`src/rtl/jtframe_sdram_mux_pkg.sv`:
```
// Shared types and arbitration helper for the N-channel SDRAM bank multiplexer.
package jtframe_sdram_mux_pkg;

    localparam logic [1:0] ST_IDLE = 2'd0;
    localparam logic [1:0] ST_REQ  = 2'd1;
    localparam logic [1:0] ST_WAIT = 2'd2;
    localparam logic [1:0] ST_DONE = 2'd3;

    localparam int MAX_CH = 8;

    typedef struct packed {
        logic       found;
        logic [2:0] idx;
    } pick_t;

    // First set bit of cand at or above ptr, wrapping modulo ch. ptr=0 gives fixed priority.
    function automatic pick_t rr_pick(input logic [MAX_CH-1:0] cand, input logic [2:0] ptr,
                                      input int ch);
        pick_t      p;
        logic [3:0] idx;
        p = '0;
        for (int k = 0; k < MAX_CH; k++) begin
            idx = {1'b0, ptr} + 4'(k);
            if (idx >= 4'(ch)) idx = idx - 4'(ch);
            if (k < ch && !p.found && cand[idx[2:0]]) begin
                p.found = 1'b1;
                p.idx   = idx[2:0];
            end
        end
        return p;
    endfunction

endpackage

```
`src/rtl/jtframe_sdram_mux_cache.sv`:
```
// One-entry read cache for a single client channel: tag, data, valid and registered ok.
module jtframe_sdram_mux_cache
    import jtframe_sdram_mux_pkg::*;
#(
    parameter int AW = 22,
    parameter int DW = 16
)(
    input  logic          clk,
    input  logic          rst,
    input  logic          cs,
    input  logic          wr,
    input  logic [AW-1:0] addr,
    input  logic          load,
    input  logic [AW-1:0] load_addr,
    input  logic [DW-1:0] load_data,
    input  logic          inval,
    output logic          hit,
    output logic          ok,
    output logic [DW-1:0] dout
);

    logic [AW-1:0] tag;
    logic          valid;

    assign hit = cs & valid & ~wr & (addr == tag);

    // Invalidation wins over a same-edge load so data fetched during a download stays invalid.
    always_ff @(posedge clk or posedge rst) begin
        if (rst) begin
            tag   <= '0;
            dout  <= '0;
            valid <= 1'b0;
            ok    <= 1'b0;
        end else begin
            ok <= hit;
            if (load) begin
                tag  <= load_addr;
                dout <= load_data;
            end
            if (inval)     valid <= 1'b0;
            else if (load) valid <= 1'b1;
        end
    end

endmodule

```
`src/rtl/jtframe_sdram_mux.sv`:
```
// CH-client multiplexer onto one SDRAM bank port with per-channel hit caches.
// Handshake: ba_rd/ba_wr stay high until ba_ack is sampled; ba_rdy marks data/write completion.
module jtframe_sdram_mux
    import jtframe_sdram_mux_pkg::*;
#(
    parameter int CH = 4,
    parameter int AW = 22,
    parameter int DW = 16,
    parameter int RR = 1
)(
    input  logic             clk,
    input  logic             rst,
    input  logic             dwnld,
    input  logic [CH*AW-1:0] ch_addr,
    input  logic [CH-1:0]    ch_cs,
    input  logic             ch0_wr,
    input  logic [15:0]      ch0_din,
    input  logic [1:0]       ch0_din_m,
    output logic [CH*DW-1:0] ch_dout,
    output logic [CH-1:0]    ch_ok,
    output logic [AW-1:0]    ba_addr,
    output logic             ba_rd,
    output logic             ba_wr,
    output logic [15:0]      ba_din,
    output logic [1:0]       ba_din_m,
    input  logic             ba_ack,
    input  logic             ba_rdy,
    input  logic [31:0]      sdram_dout,
    output logic             busy,
    output logic [1:0]       state_dbg
);

    logic [1:0]        st;
    logic [2:0]        gnt, ptr;
    logic              wr_op, wr_ok, inval;
    logic [DW-1:0]     rd_data;
    logic [CH-1:0]     hit, ok, cand;
    logic [MAX_CH-1:0] cand_ext;
    pick_t             pick;
    logic              unused_dout;

    assign unused_dout = &{1'b0, sdram_dout};

    always_comb begin
        cand     = ch_cs & ~hit;
        cand_ext = '0;
        cand_ext[CH-1:0] = cand;
        pick     = rr_pick(cand_ext, (RR != 0) ? ptr : 3'd0, CH);
    end

    assign inval     = dwnld | (st == ST_DONE && wr_op);
    assign busy      = (st != ST_IDLE);
    assign state_dbg = st;
    assign ch_ok     = ok | {{(CH-1){1'b0}}, wr_ok};

    always_ff @(posedge clk or posedge rst) begin
        if (rst) begin
            st       <= ST_IDLE;
            gnt      <= '0;
            ptr      <= '0;
            wr_op    <= 1'b0;
            wr_ok    <= 1'b0;
            rd_data  <= '0;
            ba_addr  <= '0;
            ba_rd    <= 1'b0;
            ba_wr    <= 1'b0;
            ba_din   <= '0;
            ba_din_m <= '0;
        end else begin
            wr_ok <= 1'b0;
            case (st)
                ST_IDLE: if (!dwnld && pick.found) begin
                    gnt      <= pick.idx;
                    ptr      <= (pick.idx == 3'(CH-1)) ? 3'd0 : pick.idx + 3'd1;
                    ba_addr  <= ch_addr[pick.idx*AW +: AW];
                    wr_op    <= (pick.idx == 3'd0) && ch0_wr;
                    ba_wr    <= (pick.idx == 3'd0) && ch0_wr;
                    ba_rd    <= !((pick.idx == 3'd0) && ch0_wr);
                    ba_din   <= ch0_din;
                    ba_din_m <= ch0_din_m;
                    st       <= ST_REQ;
                end
                ST_REQ: if (ba_ack) begin
                    ba_rd <= 1'b0;
                    ba_wr <= 1'b0;
                    if (ba_rdy) begin
                        rd_data <= sdram_dout[DW-1:0];
                        st      <= ST_DONE;
                    end else begin
                        st <= ST_WAIT;
                    end
                end
                ST_WAIT: if (ba_rdy) begin
                    rd_data <= sdram_dout[DW-1:0];
                    st      <= ST_DONE;
                end
                default: begin
                    wr_ok <= wr_op;
                    st    <= ST_IDLE;
                end
            endcase
        end
    end

    for (genvar i = 0; i < CH; i++) begin : g_ch
        jtframe_sdram_mux_cache #(.AW(AW), .DW(DW)) u_cache (
            .clk       (clk),
            .rst       (rst),
            .cs        (ch_cs[i]),
            .wr        ((i == 0) ? ch0_wr : 1'b0),
            .addr      (ch_addr[i*AW +: AW]),
            .load      (st == ST_DONE && !wr_op && gnt == 3'(i)),
            .load_addr (ba_addr),
            .load_data (rd_data),
            .inval     (inval),
            .hit       (hit[i]),
            .ok        (ok[i]),
            .dout      (ch_dout[i*DW +: DW])
        );
    end

endmodule

```
`config.mk`:
```
export PLATFORM = sky130hd
export DESIGN_NAME = jtframe_sdram_mux
export DESIGN_NICKNAME = d
export VERILOG_FILES = /design/src/rtl/jtframe_sdram_mux_pkg.sv /design/src/rtl/jtframe_sdram_mux_cache.sv /design/src/rtl/jtframe_sdram_mux.sv
export SDC_FILE = /design/constraint.sdc
export NUM_CORES = 1
export LEC_CHECK = 0
export CAP_MARGIN = 10
export CORE_MARGIN = 2
export CORE_UTILIZATION = 42
export DETAILED_ROUTE_END_ITERATION = 12
export GPL_ROUTABILITY_DRIVEN = 0
export MAX_ROUTING_LAYER = met4
export PLACE_DENSITY = 0.69
export SLEW_MARGIN = 10
export SYNTH_ARGS = -nofsm -noshare
export SYNTH_HDL_FRONTEND = slang
export SYNTH_HIERARCHICAL = 1
export SYNTH_SLANG_ARGS = --single-unit
```
`constraint.sdc`:
```
create_clock -name clk -period 3.4 [get_ports clk]
set_clock_uncertainty 0.1 [all_clocks]
set_input_delay 0.51 -clock clk [delete_from_list [all_inputs] [get_ports clk]]
set_output_delay 0.51 -clock clk [all_outputs]
set_load 0.02 [all_outputs]
```
After elaboration in Yosys (flattened, before gate mapping)
Cells that the tools add are included.
{ "word_totals": {"output_inout_bits": 113, "wordCells": 144, "reg_bits": 228, "input_bits": 148} }
{ "op_classes": {"n_eq_ne": 14, "multipliers": 1, "bitwise_logic": 14, "n_reduce_logical": 32, "magnitude_cmp": 8, "shift": 1, "n_addsub": 8, "mux": 39} }
{ "ops": {"columns": ["operator", "n"], "rows": [
  ["$eq A22 B22 Y1", 4],
  ["$shiftx A88 B9 Y22", 1],
  ["$mux W16", 2],
  ["$pmux W16 S2", 1],
  ["$mux W1", 17],
  ["$lt A3 B4 Y1 const B", 4],
  ["$mux W4", 4],
  ["$mux W3", 5],
  ["$reduce_bool A2 Y1", 7],
  ["$bmux W1 S3", 4],
  ["$ge A4 B3 Y1 const B", 3],
  ["$sub A3 B3 Y3 const B", 4],
  ["$logic_and A1 B1 Y1", 11],
  ["$and A1 B1 Y1", 9],
  ["$eq A3 B2 Y1 const B", 3],
  ["$add A3 B2 Y4 const B", 2],
  ["$mul A3 B4 Y7 const B", 1],
  ["$logic_not A1 Y1", 6],
  ["$logic_not A3 Y1", 2],
  ["$mux W2", 3],
  ["$ne A2 B2 Y1 const B", 3],
  ["$pmux W2 S3", 1],
  ["$reduce_and A3 Y1", 2],
  ["$add A3 B1 Y4 const B", 1],
  ["other kinds (14)", 17]
]} }

Longest topological paths before layout
Gate-level depths: netlist of run 1.
{ "logic_depth": {"ltp_word": 22, "ltp_mapped": 12, "mapped_depth_nobuf": 10} }

Modules after synthesis
Netlist of run 1, hierarchy kept.
{ "modules_own_cells": {"columns": ["mod", "cells_each", "seq_area_each_um2", "area_per_inst_um2", "instances"], "rows": [
  ["jtframe_sdram_mux_cache", 116, 1001.0, 1711.6, 4],
  ["jtframe_sdram_mux", 318, 1701.6, 3793.6, 1]
]} }

Least setup slack after synthesis of run 1
Ideal clock, no wire load.
{ "synth_timing": {"path_kind": "in2reg", "start": "in ch_addr[60]", "end": "reg ba_addr[0]", "arrival_ns": 2.863, "t_required_ns": 3.168, "cell_stages": 12, "path_buffers": 2, "setup_time_ns": 0.132, "slack_ns": 0.305, "path_cell_list": "xor2_1 > nor4_1 > nand4_1 > nor4_2 > and3b_1 > o211ai_2 > o2111ai_2 > o21ai_1 > buf_4 > buf_6 > mux2i_1 > o221ai_2"} }
{ "synth_via": {"elab_chain_cells": 18, "elab_cells_between_ends": 26, "cone_classes": "1 x mul; 1 x eq/ne; 1 x shift; 12 x mux; 3 x bitwise; 8 x reduce/logical"} }
{ "synth_rtl": {"columns": ["element", "line", "source"], "rows": [
  ["from (decl)", "jtframe_sdram_mux.sv:14", "input logic [CH*AW-1:0] ch_addr,"],
  ["$eq A22 B22 Y1 (*)", "jtframe_sdram_mux_cache.sv:25", "assign hit = cs & valid & ~wr & (addr == tag);"],
  ["$and A1 B1 Y1 (*)", "jtframe_sdram_mux_cache.sv:25", null],
  ["via hit[2]", "jtframe_sdram_mux.sv:37", "logic [CH-1:0] hit, ok, cand;"],
  ["$not A4 Y4 (*)", "jtframe_sdram_mux.sv:45", "cand = ch_cs & ~hit;"],
  ["$and A4 B4 Y4 (*)", "jtframe_sdram_mux.sv:45", null],
  ["$bmux W1 S3", "jtframe_sdram_mux_pkg.sv:25", "if (k < ch && !p.found && cand[idx[2:0]]) begin"],
  ["$mux W1 (implied by the code)", "jtframe_sdram_mux_pkg.sv:25", null],
  ["$mux W4", "jtframe_sdram_mux_pkg.sv:25", null],
  ["[... 3 more ...]", null, null],
  ["$logic_not A1 Y1", "jtframe_sdram_mux_pkg.sv:25", null],
  ["$logic_and A1 B1 Y1", "jtframe_sdram_mux_pkg.sv:25", null],
  ["$mux W4", "jtframe_sdram_mux_pkg.sv:25", null],
  ["$logic_not A1 Y1", "jtframe_sdram_mux_pkg.sv:25", null],
  ["$logic_and A1 B1 Y1", "jtframe_sdram_mux_pkg.sv:25", null],
  ["$mux W4 (*)", "jtframe_sdram_mux_pkg.sv:25", null],
  ["$mul A3 B4 Y7 or $logic_and A1 B1 Y1 (tied branches)", "jtframe_sdram_mux.sv:75, jtframe_sdram_mux.sv:72", null],
  ["$shiftx A88 B9 Y22 or $reduce_and A2 Y1 (tied branches)", null, null],
  ["to (signal assigned)", "jtframe_sdram_mux.sv:75", "ba_addr <= ch_addr[pick.idx*AW +: AW];"],
  ["to (decl)", "jtframe_sdram_mux.sv:21", "output logic [AW-1:0] ba_addr,"]
]} }
The timed path passes the listed nets; every way through them passes the cells marked *. The select of a mux whose other input is x is not followed.
A chain may end at the register's enable or synchronous reset.

Worst setup path in the final report of run 1
{ "layout_timing": {"start": "in ch_addr[49]", "end": "reg ba_addr[9]"} }
The elaborated chain is that of the path after synthesis.

==> results of run 1 <==
## state kept, by name, indices dropped and copies added, names as in the netlist
name,count
ba_rd,1
g_ch.u_cache/ok,4
g_ch.u_cache/tag,88
ptr,3
state_dbg,2
wr_op,1
ba_din,16
wr_ok,1
gnt,3
rd_data,16
g_ch.u_cache/dout,64
ba_wr,1
ba_addr,22
g_ch.u_cache/valid,4
ba_din_m,2
## path summary, 6_finish.rpt
check	start	endpoint	slack, ns	cells past startpoint
setup / recovery	ch_addr[49]	ba_addr[9]	-0.07	16
hold / removal	ch_addr[51]	ba_addr[7]	0.30	3
setup reg to reg	g_ch[2].u_cache/tag[7]	ba_addr[9]	-0.05	15
hold reg to reg	g_ch[3].u_cache/valid	g_ch[3].u_cache/valid	0.39	2
max in group asynchronous	rst	ba_din_m[0]	1.97	3
min in group asynchronous	rst	g_ch[1].u_cache/dout[1]	0.33	2
## through the flow
stage | util (%) | hold WS (ns) | TNS [ns]
after floorplan | - | 0.355 | 0
after detailed placement | 55.5 | 0.375 | -33.68
final | 61.5 | 0.300 | -0.854
after global routing | 61.5 | 0.303 | -5.44
after CTS | 58.8 | 0.308 | -0.0314
after global placement | 55.5 | 0.371 | -31.16
## cell type report
cell class	instances	area (µm²)
Timing Repair Buffer	327	3350
Inverter	15	57.6
Multi-Input combinational cell	504	5070
Tap cell	330	413
Clock buffer	37	721
Fill cell	2014	9640
Antenna cell	2	5.00
Sequential cell	228	5710
Clock inverter	7	78.8
## critical path, delay by kind of cell
kind / cells / cell delay [ns]
compound gates: 4 / 0.75
xor+xnor: 1 / 0.17
buf+inv: 6 / 1.21
mux: 1 / 0.23
simple gates: 4 / 0.89
## power by group
| group | switching [W] | total [W] | internal, W |
|---|---|---|---|
| Clock | 0.00113 | 0.00267 | 0.00155 |
| Combinational | 0.00329 | 0.00732 | 0.00403 |
| Sequential | 0.000931 | 0.00484 | 0.00391 |
## metal layers
| layer | global-route usage, % | up-vias | routed length (µm) | part of all wire [%] |
|---|---|---|---|---|
| li1 | - | 3424 | - | - |
| met1 | 29.5 | 3789 | 13400 | 42 |
| met2 | 39.2 | 242 | 15600 | 49 |
| met3 | 6.75 | 31 | 2410 | 7.6 |
| met4 | 4.42 | 0 | 439 | 1.4 |
| met5 | - | - | 0 | 0 |
## cell usage after synthesis, drive strengths merged
cell and count:
or3b 2, or2 4, buf 33, o21ai 10, xor2 36, xnor2 53
inv 15, and3 2, a32o 1, nor3b 5, ha 6, nor2b 4
nand4 17, o211a 2, o21a 2, a21o 2, conb 1, nand3b 1
nand2 38, o2bb2ai 1, a21boi 1, mux2i 46, o2111ai 2, o221ai 23
nand2b 5, nand3 3, nor2 13, and3b 4, dfrtp 228, a31oi 1
and4b 1, o32ai 1, and2 3, a211oi 2, o211ai 2, mux2 189
nor3 5, o21ba 1, clkbuf 4, nor4 13
## cells by family after synthesis
group | after synthesis | share of synthesized area [%]
AOI/OAI and AO/OA | 51 | 4.56
xor gates and xnor gates | 89 | 7.33
adders and majority gates | 6 | 0.706
buffers and inverters | 52 | 2.95
DFF | 228 | 53.6
muxes | 235 | 24.3
other | 1 | 0.0352
and+or+nand+nor | 120 | 6.47
## what timing repair did
action | CTS | global route
resized for setup | 7 | 89
gates cloned | 0 | 7
endpoints found under the setup margin | 51 | 51
pin swaps | 6 | 12
setup buffers | 2 | 9
==> impl_metrics.env, run 1 <==
export IMPL_status="finished with violations"
export IMPL_violations="negative setup slack"
export IMPL_fp_dieW_um=163
export IMPL_cts_buffers=25
export IMPL_num_io_pins=261
export IMPL_finalSetupViolations=21
export IMPL_syn_avg_cell_area_um2=13.6
export IMPL_slowest_stage="clkdlybuf4s50_1"
export IMPL_post_route_period_util_pct=102
export IMPL_grt_pass1_vias=8009
export IMPL_post_synth_top_area_cell="dfrtp_1"
export IMPL_tritoncts="yes"
export IMPL_syn_inst=782
export IMPL_wl_per_cell_um=22.0
export IMPL_critPathKind="in -> reg"
export IMPL_drt_iter0_drc=355
export IMPL_syn_cell_area_um2=10600
export IMPL_start_util_pct=42.5
export IMPL_final_common_cell="clkdlybuf4s50_1"
export IMPL_max_freq_ghz=0.288
export IMPL_stdcell_count=1450
export IMPL_ant_nets=0
export IMPL_worst_path_most_repeated_cell="buf_4"
export IMPL_timing_hold_violations_final=0
export IMPL_rsz0062_at_grt="true"
export IMPL_post_drt_via_cell_ratio=5.16
export IMPL_io_buffers=244
export IMPL_dpl_hpwl_um=21400
export IMPL_ys_warn_count=6
export IMPL_hold_path_class="in -> reg"
export IMPL_place_ws_ns=-0.705
export IMPL_cts_sinks=228
export IMPL_h_tree_depth=1
export IMPL_synth_top_cells_by_area="dfrtp_1, mux2_2, xnor2_1"
export IMPL_synth_distinct_cells=52
export IMPL_leakagePower_nw=6.69
export IMPL_cts_root_buf="clkbuf_16"
export IMPL_die_area_um2=26600
export IMPL_vias=7486
export IMPL_clock_latency_ns=0.54
export IMPL_area_delta_synth_final_pct=44.7
export IMPL_ys_seq_area_share_pct=53.6
export IMPL_clkTransAtPathRegs_ns=0.06
export IMPL_critical_path_max_stage_delay_ns=0.44
export IMPL_total_power_w=0.0148
export IMPL_cap_violations=0
export IMPL_finalCriticalPeriod_ns=3.47
export IMPL_worstPathArrival_ns=3.77
export IMPL_antenna_found_initial=2
export IMPL_fp_dieH_um=163
export IMPL_rows=58
export IMPL_grt_pass1_wl_um=46600
export IMPL_slew_headroom_pct=57.8
export IMPL_grt_max_degree=41
export IMPL_crit_path_end_kind="flop"
export IMPL_worstSetupStartpointType="input pin"
export IMPL_slew_viol_final=0
export IMPL_core_area_um2=25000
export IMPL_hold_buffers=0
export IMPL_layout_common_cells="clkdlybuf4s50_1, dfrtp_1, mux2_2"
export IMPL_irDropWorstVdd_mv=0.601
export IMPL_drc=0
export IMPL_fin_nets=1255
export IMPL_final_area_um2=15400
export IMPL_finalWorstSetupSlack_ns=-0.0732
export IMPL_place_area_um2=13900
export IMPL_synth_top_area_share_pct=53.6
export IMPL_dp_cells=1386
export IMPL_crit_chain="clkdlybuf4s50_1, xor2_1, nor4_2, buf_4, nand4_1, nor4_4, buf_4, nor3b_1, buf_4, a211oi_1, a32o_2, o21ai_4, buf_4, buf_4, mux2i_2, o221ai_4"
export IMPL_crit_path_max_fanout=4
export IMPL_tightest_slew_ns=0.633
export IMPL_ys_ff_latch=228
export IMPL_powerDensity_nw_per_um2=964
export IMPL_totalWireLength_um=31900
export IMPL_first_pass_iters=5
export IMPL_track_usage_pct=23.7
export IMPL_cts_buffer_depth=3
export IMPL_drive_gt1_share_pct=34.5
export IMPL_critical_path_required_ns=3.70
export IMPL_grt_overflow=0
No activity file was read; power rests on OpenSTA's default activity.
==> inputs of run 2 (changes only) <==
--- a/config.mk
+++ b/config.mk
@@ -12,6 +12,7 @@
 export GPL_ROUTABILITY_DRIVEN = 0
 export MAX_ROUTING_LAYER = met4
 export PLACE_DENSITY = 0.69
+export REMOVE_ABC_BUFFERS = 1
 export SLEW_MARGIN = 10
 export SYNTH_ARGS = -nofsm -noshare
 export SYNTH_HDL_FRONTEND = slang
==> run 2 against run 1 <==
Effect of this change:
- the run still ends with negative setup slack left
- total power shrank 0.98%
- worst setup slack improved by 0.033 ns
- via count down 1.1%
- critical path type unchanged
- critical path depth fell by 1
- sequential share of layout area about the same
- cell area barely moved
- global-route usage shrank 0.41 points
- maximum frequency increased by 0.96%
- worst hold slack improved by 0.0060 ns
- core utilization is essentially flat
- sequential power barely moved
- highest routed layer unchanged
==> impl_metrics.env, run 2 (same netlist as run 1, synthesis figures left out) <==
export IMPL_status="finished with violations"
export IMPL_violations="negative setup slack"
export IMPL_top_register="g_ch.u_cache/tag"
export IMPL_largest_reg_flops=88
export IMPL_critPathKind="in -> reg"
export IMPL_layout_common_cells="clkdlybuf4s50_1, dfrtp_1, mux2_2"
export IMPL_place_ws_ns=-0.773
export IMPL_post_drt_via_cell_ratio=5.10
export IMPL_cts_buffer_depth=3
export IMPL_clock_latency_ns=0.53
export IMPL_setup_tns_final_ns=-0.205
export IMPL_slew_viol_final=0
export IMPL_h_tree_depth=1
export IMPL_switchingPower_w=0.00522
export IMPL_wl_per_cell_um=21.4
export IMPL_largestRegisters="g_ch.u_cache/tag x88, g_ch.u_cache/dout x64, ba_addr x22"
export IMPL_hold_buffers=0
export IMPL_slew_headroom_pct=45.4
export IMPL_grt_overflow=0
export IMPL_leakagePower_nw=6.78
export IMPL_timing_hold_violations_final=0
export IMPL_tightest_slew_ns=0.819
export IMPL_irDropWorstVdd_mv=0.554
export IMPL_clkPwrFrac_pct=18.2
export IMPL_first_pass_iters=4
export IMPL_num_io_pins=261
export IMPL_combPwrFrac_pct=48.9
export IMPL_grt_pass1_wl_um=46300
export IMPL_intPower_w=0.00947
export IMPL_hold_path_class="in -> reg"
export IMPL_totalWireLength_um=31100
export IMPL_rsz0062_at_grt="true"
export IMPL_die_area_um2=26600
export IMPL_start_util_pct=42.5
export IMPL_fp_dieH_um=163
export IMPL_critical_path_required_ns=3.69
export IMPL_clkTransAtPathRegs_ns=0.06
export IMPL_grt_pass1_vias=7970
export IMPL_fin_worst_hold_slack_ns=0.306
export IMPL_core_area_um2=25000
export IMPL_post_route_period_util_pct=101
export IMPL_worstPathArrival_ns=3.73
export IMPL_worstSetupStartpointType="input pin"
export IMPL_rows=58
export IMPL_seqPwrFrac_pct=32.9
export IMPL_io_buffers=244
export IMPL_drt_iter0_drc=316
export IMPL_cap_violations=0
export IMPL_finalSetupViolations=13
export IMPL_dpl_hpwl_um=21100
export IMPL_cts_buffers=26
export IMPL_final_common_cell="clkdlybuf4s50_1"
export IMPL_grt_max_degree=41
export IMPL_finalWorstSetupSlack_ns=-0.0402
export IMPL_powerDensity_nw_per_um2=954
export IMPL_drc=0
export IMPL_max_freq_ghz=0.291
export IMPL_drive_gt1_share_pct=33.8
export IMPL_area_delta_synth_final_pct=44.7
export IMPL_fp_dieW_um=163
export IMPL_finalCriticalPeriod_ns=3.44
export IMPL_fin_util_pct=61.5
export IMPL_tritoncts="yes"
export IMPL_ant_nets=0
export IMPL_p_sw_share_pct=35.5
export IMPL_track_usage_pct=23.3
export IMPL_antenna_found_initial=3
export IMPL_cts_root_buf="clkbuf_16"
export IMPL_fin_nets=1254
export IMPL_crit_path_end_kind="flop"
export IMPL_cts_sinks=228
export IMPL_nFillCells=1945
export IMPL_vias=7404
export IMPL_crit_path_max_fanout=7
-- run 2: changes by cell type in the layout (fill, tap and decap cells not counted), moves of 4 or more --
| cell | change |
|---|---|
| o221ai_1 | +8 |
| mux2i_1 | +8 |
| buf_12 | +4 |
| nor4_1 | -4 |
| clkinv_2 | +4 |
| dlymetal6s2s_1 | +4 |
| buf_4 | -5 |
| o221ai_2 | -7 |
| mux2i_4 | -5 |
| o21ai_1 | +4 |
-- run 2: power groups by stage --
| stage | registers (W) | clock network [W] | logic [W] |
|---|---|---|---|
| finish | 0.00483 | 0.00268 | 0.00718 |
| global route | 0.00500 | 0.00287 | 0.00760 |
| CTS | 0.00482 | 0.00274 | 0.00639 |
| detailed placement | 0.00484 | 0 | 0.00622 |
| global placement | 0.00480 | 0 | 0.00614 |
| floorplan | 0.00541 | 0 | 0.00308 |
-- run 2: cell type report --
type                    instances  area [µm²]  share of cell area (%)
clock buffers                  34         711                    4.62
diodes                          3        7.51                  0.0488
well taps                     330         413                    2.68
repair buffers                325        3450                    22.4
inverters                      15        57.6                   0.374
clock inverters                12         103                   0.666
flip-flops and latches        228        5710                    37.1
multi-input cells             504        4950                    32.2
-- run 2: final timing paths --
path                                                  to  slack (ns)               startpoint  cells past startpoint
worst min-delay path                         ba_addr[15]        0.31              ch_addr[15]                      3
min in group asynchronous       g_ch[3].u_cache/dout[10]        0.33                      rst                      2
worst max-delay path                         ba_addr[18]       -0.04              ch_addr[78]                     15
worst max register to register               ba_addr[18]       -0.02  g_ch[3].u_cache/tag[18]                     14
max in group asynchronous                     ba_din[11]        1.92                      rst                      3
worst min register to register     g_ch[2].u_cache/valid        0.40    g_ch[2].u_cache/valid                      2
-- run 2: through the flow --
stage / cell area (µm²) / cells / total power (W)
after floorplan: 10400 / 747 / 0.00849
after global placement: 13800 / 1380 / 0.0109
after detailed placement: 13800 / 1380 / 0.0111
after CTS: 14800 / 1433 / 0.0139
after global routing: 15400 / 1451 / 0.0155
final: 15400 / 1451 / 0.0147
-- run 2: repair_timing --
action / in CTS / in global routing
setup buffers: 6 / 7
pin swaps: 8 / 16
gates cloned: 1 / 8
setup endpoints to repair: 50 / 51
gates resized for setup: 11 / 84
-- run 2: layer usage --
| metal | up-vias | routed length [µm] | global-route usage, % |
|---|---|---|---|
| met5 | - | 0 | - |
| met4 | 0 | 539 | 3.90 |
| met3 | 40 | 2380 | 5.84 |
| met2 | 232 | 14700 | 37.3 |
| met1 | 3705 | 13400 | 30.7 |
| li1 | 3427 | - | - |
-- run 2: worst max-delay path, cell delays in order --
cell             delay [ns]
clkdlybuf4s50_1        0.45
xor2_1                 0.17
nor4_1                 0.22
buf_4                  0.15
nand4_1                0.25
nor4_4                 0.40
and3b_1                0.25
nor2_1                 0.12
o2111ai_2              0.17
buf_6                  0.16
o21ai_4                0.15
buf_12                 0.18
buf_12                 0.15
mux2i_2                0.24
o221ai_2               0.12
==> inputs of run 3 (changes only) <==
==> constraint.sdc (replaced) <==
create_clock -name clk -period 4.2 [get_ports clk]
set_clock_uncertainty 0.1 [all_clocks]
set_input_delay 0.63 -clock clk [delete_from_list [all_inputs] [get_ports clk]]
set_output_delay 0.63 -clock clk [all_outputs]
set_load 0.02 [all_outputs]
==> run 3 against run 2 <==
Effect of this change:
- the flow now finishes without violations
- clock-buffer cell count is 3 higher
- total power is 23% lower
- final cell count is 3.1% lower
- worst hold slack better by 0.082 ns
- sequential power shrank 19%
- core utilization shrank 3.4 points
- largest power group unchanged
- global-route usage down 0.86 points
- clock power down 10%
==> impl_metrics.env, run 3 (same netlist as run 1, synthesis figures left out) <==
export IMPL_status="finished, final reports clean"
export IMPL_path_delay_family="simple AND/OR/NAND/NOR gates"
export IMPL_cts_buffer_depth=3
export IMPL_drc=0
export IMPL_top_register="g_ch.u_cache/tag"
export IMPL_largestRegisters="g_ch.u_cache/tag x88, g_ch.u_cache/dout x64, ba_addr x22"
export IMPL_rsz0062_at_grt="false"
export IMPL_worstPathArrival_ns=3.99
export IMPL_intPower_w=0.00732
export IMPL_powerDensity_nw_per_um2=772
export IMPL_setup_tns_final_ns=0
export IMPL_slowest_stage="clkdlybuf4s50_1"
export IMPL_slew_headroom_pct=27.9
export IMPL_num_io_pins=261
export IMPL_cts_sinks=228
export IMPL_post_cts_buffers=0
export IMPL_hold_buffers=0
export IMPL_first_pass_iters=4
export IMPL_clock_latency_ns=0.52
export IMPL_finalSetupViolations=0
export IMPL_seqPwrFrac_pct=34.7
export IMPL_track_usage_pct=22.5
export IMPL_tightest_slew_ns=1.08
export IMPL_cts_resized=0
export IMPL_start_util_pct=42.5
export IMPL_wl_per_cell_um=20.3
export IMPL_grt_pass1_vias=7732
export IMPL_fin_nets=1208
export IMPL_nFillCells=2071
export IMPL_worst_path_most_repeated_cell="mux2i_1"
export IMPL_drive_gt1_share_pct=28.1
export IMPL_slew_viol_final=0
export IMPL_fin_worst_hold_slack_ns=0.388
export IMPL_crit_path_end_kind="flop"
export IMPL_cts_root_buf="clkbuf_16"
export IMPL_ant_nets=0
export IMPL_fp_dieW_um=163
export IMPL_crit_path_max_fanout=32
export IMPL_leakagePower_nw=6.26
export IMPL_grt_overflow=0
export IMPL_place_ws_ns=-0.0841
export IMPL_max_freq_ghz=0.270
export IMPL_switchingPower_w=0.00392
export IMPL_grt_max_degree=46
export IMPL_post_route_period_util_pct=88.1
export IMPL_timing_critical_path_buf_inv=3
export IMPL_drt_iter0_drc=272
export IMPL_tritoncts="yes"
export IMPL_clkTransAtPathRegs_ns=0.06
export IMPL_dpl_hpwl_um=20300
export IMPL_fin_util_pct=58.1
export IMPL_irDropWorstVdd_mv=0.507
export IMPL_crit_chain="clkdlybuf4s50_1, xor2_1, nor4_1, buf_4, nand4_1, nor4_2, nor2b_1, mux2i_1, o2111ai_2, o21ai_4, buf_12, mux2i_1, o221ai_2"
export IMPL_cts_buffers=26
export IMPL_area_delta_synth_final_pct=36.8
export IMPL_critical_path_required_ns=4.49
export IMPL_hold_path_class="reg -> reg"
export IMPL_clkPwrFrac_pct=21.4
export IMPL_totalWireLength_um=28600
export IMPL_timing_hold_violations_final=0
export IMPL_largest_reg_flops=88
export IMPL_rows=58
export IMPL_h_tree_depth=1
export IMPL_critPathKind="in -> reg"
export IMPL_worstSetupStartpointType="input pin"
export IMPL_layout_common_cells="clkdlybuf4s50_1, dfrtp_1, mux2_2"
export IMPL_die_area_um2=26600
export IMPL_core_area_um2=25000
export IMPL_fp_dieH_um=163
export IMPL_total_power_w=0.0112
export IMPL_cap_violations=0
export IMPL_p_sw_share_pct=34.8
export IMPL_post_drt_via_cell_ratio=5.08
export IMPL_io_buffers=244
export IMPL_vias=7149
export IMPL_combPwrFrac_pct=43.9
export IMPL_finalWorstSetupSlack_ns=0.498
export IMPL_grt_pass1_wl_um=44600
export IMPL_critical_path_max_stage_delay_ns=0.45
export IMPL_final_common_cell="clkdlybuf4s50_1"
export IMPL_finalCriticalPeriod_ns=3.70
export IMPL_ff2ff_setup_slack_ns=0.66
export IMPL_antenna_found_initial=2
-- run 3: cell count changes in the layout (fill, tap and decap cells not counted), moves of 7 or more --
cell	delta
mux2i_2	-8
mux2i_1	+12
clkbuf_16	-7
buf_12	-8
buf_4	-24
mux2_4	-20
mux2_2	+20
-- run 3: power by group through the flow --
stage	clock network, W	registers [W]	logic, W
after floorplan	0	0.00438	0.00250
after global placement	0	0.00389	0.00490
after detailed placement	0	0.00393	0.00496
after CTS	0.00247	0.00390	0.00498
after global routing	0.00256	0.00404	0.00527
final	0.00241	0.00390	0.00494
-- run 3: worst paths after layout --
check | startpoint | cells past startpoint | endpoint
max in group asynchronous | rst | 2 | g_ch[2].u_cache/dout[4]
worst min-delay path | gnt[2] | 1 | gnt[2]
worst max register to register | g_ch[3].u_cache/tag[16] | 12 | ba_addr[20]
min in group asynchronous | rst | 2 | g_ch[3].u_cache/dout[7]
worst max-delay path | ch_addr[71] | 13 | ba_addr[20]
worst min register to register | gnt[2] | 1 | gnt[2]
-- run 3: worst register-to-register path, cell delays in order (launching register included) --
cell       delay (ns)
dfrtp_1          0.39
xor2_1           0.16
nor4_1           0.45
buf_4            0.19
nand4_1          0.10
nor4_2           0.40
nor2b_1          0.12
mux2i_1          0.24
o2111ai_2        0.27
o21ai_4          0.26
buf_12           0.28
mux2i_1          0.30
o221ai_2         0.13
-- run 3: area by class of cell --
type | count | area, µm² | area share (%)
antenna | 2 | 5.00 | 0.0344
multi-input combinational | 504 | 4650 | 32.0
sequential | 228 | 5710 | 39.2
tap | 330 | 413 | 2.84
clock inverter | 11 | 164 | 1.13
clock buffer | 37 | 763 | 5.24
timing repair buffer | 279 | 2790 | 19.2
inverter | 15 | 57.6 | 0.395
-- run 3: through the flow --
stage          instances  cell area, µm²
4_1_cts             1404           14600
3_5_place_dp        1356           13600
3_3_place_gp        1356           13600
5_1_grt             1406           14600
2_1_floorplan        747           10400
6_report            1406           14600
-- run 3: routing by layer --
| metal | vias to the layer above | routed length (µm) | track usage [%] |
|---|---|---|---|
| met1 | 3588 | 12600 | 29.6 |
| met4 | 0 | 436 | 3.78 |
| li1 | 3334 | - | - |
| met2 | 193 | 13600 | 35.8 |
| met3 | 34 | 1970 | 5.74 |
| met5 | - | 0 | - |
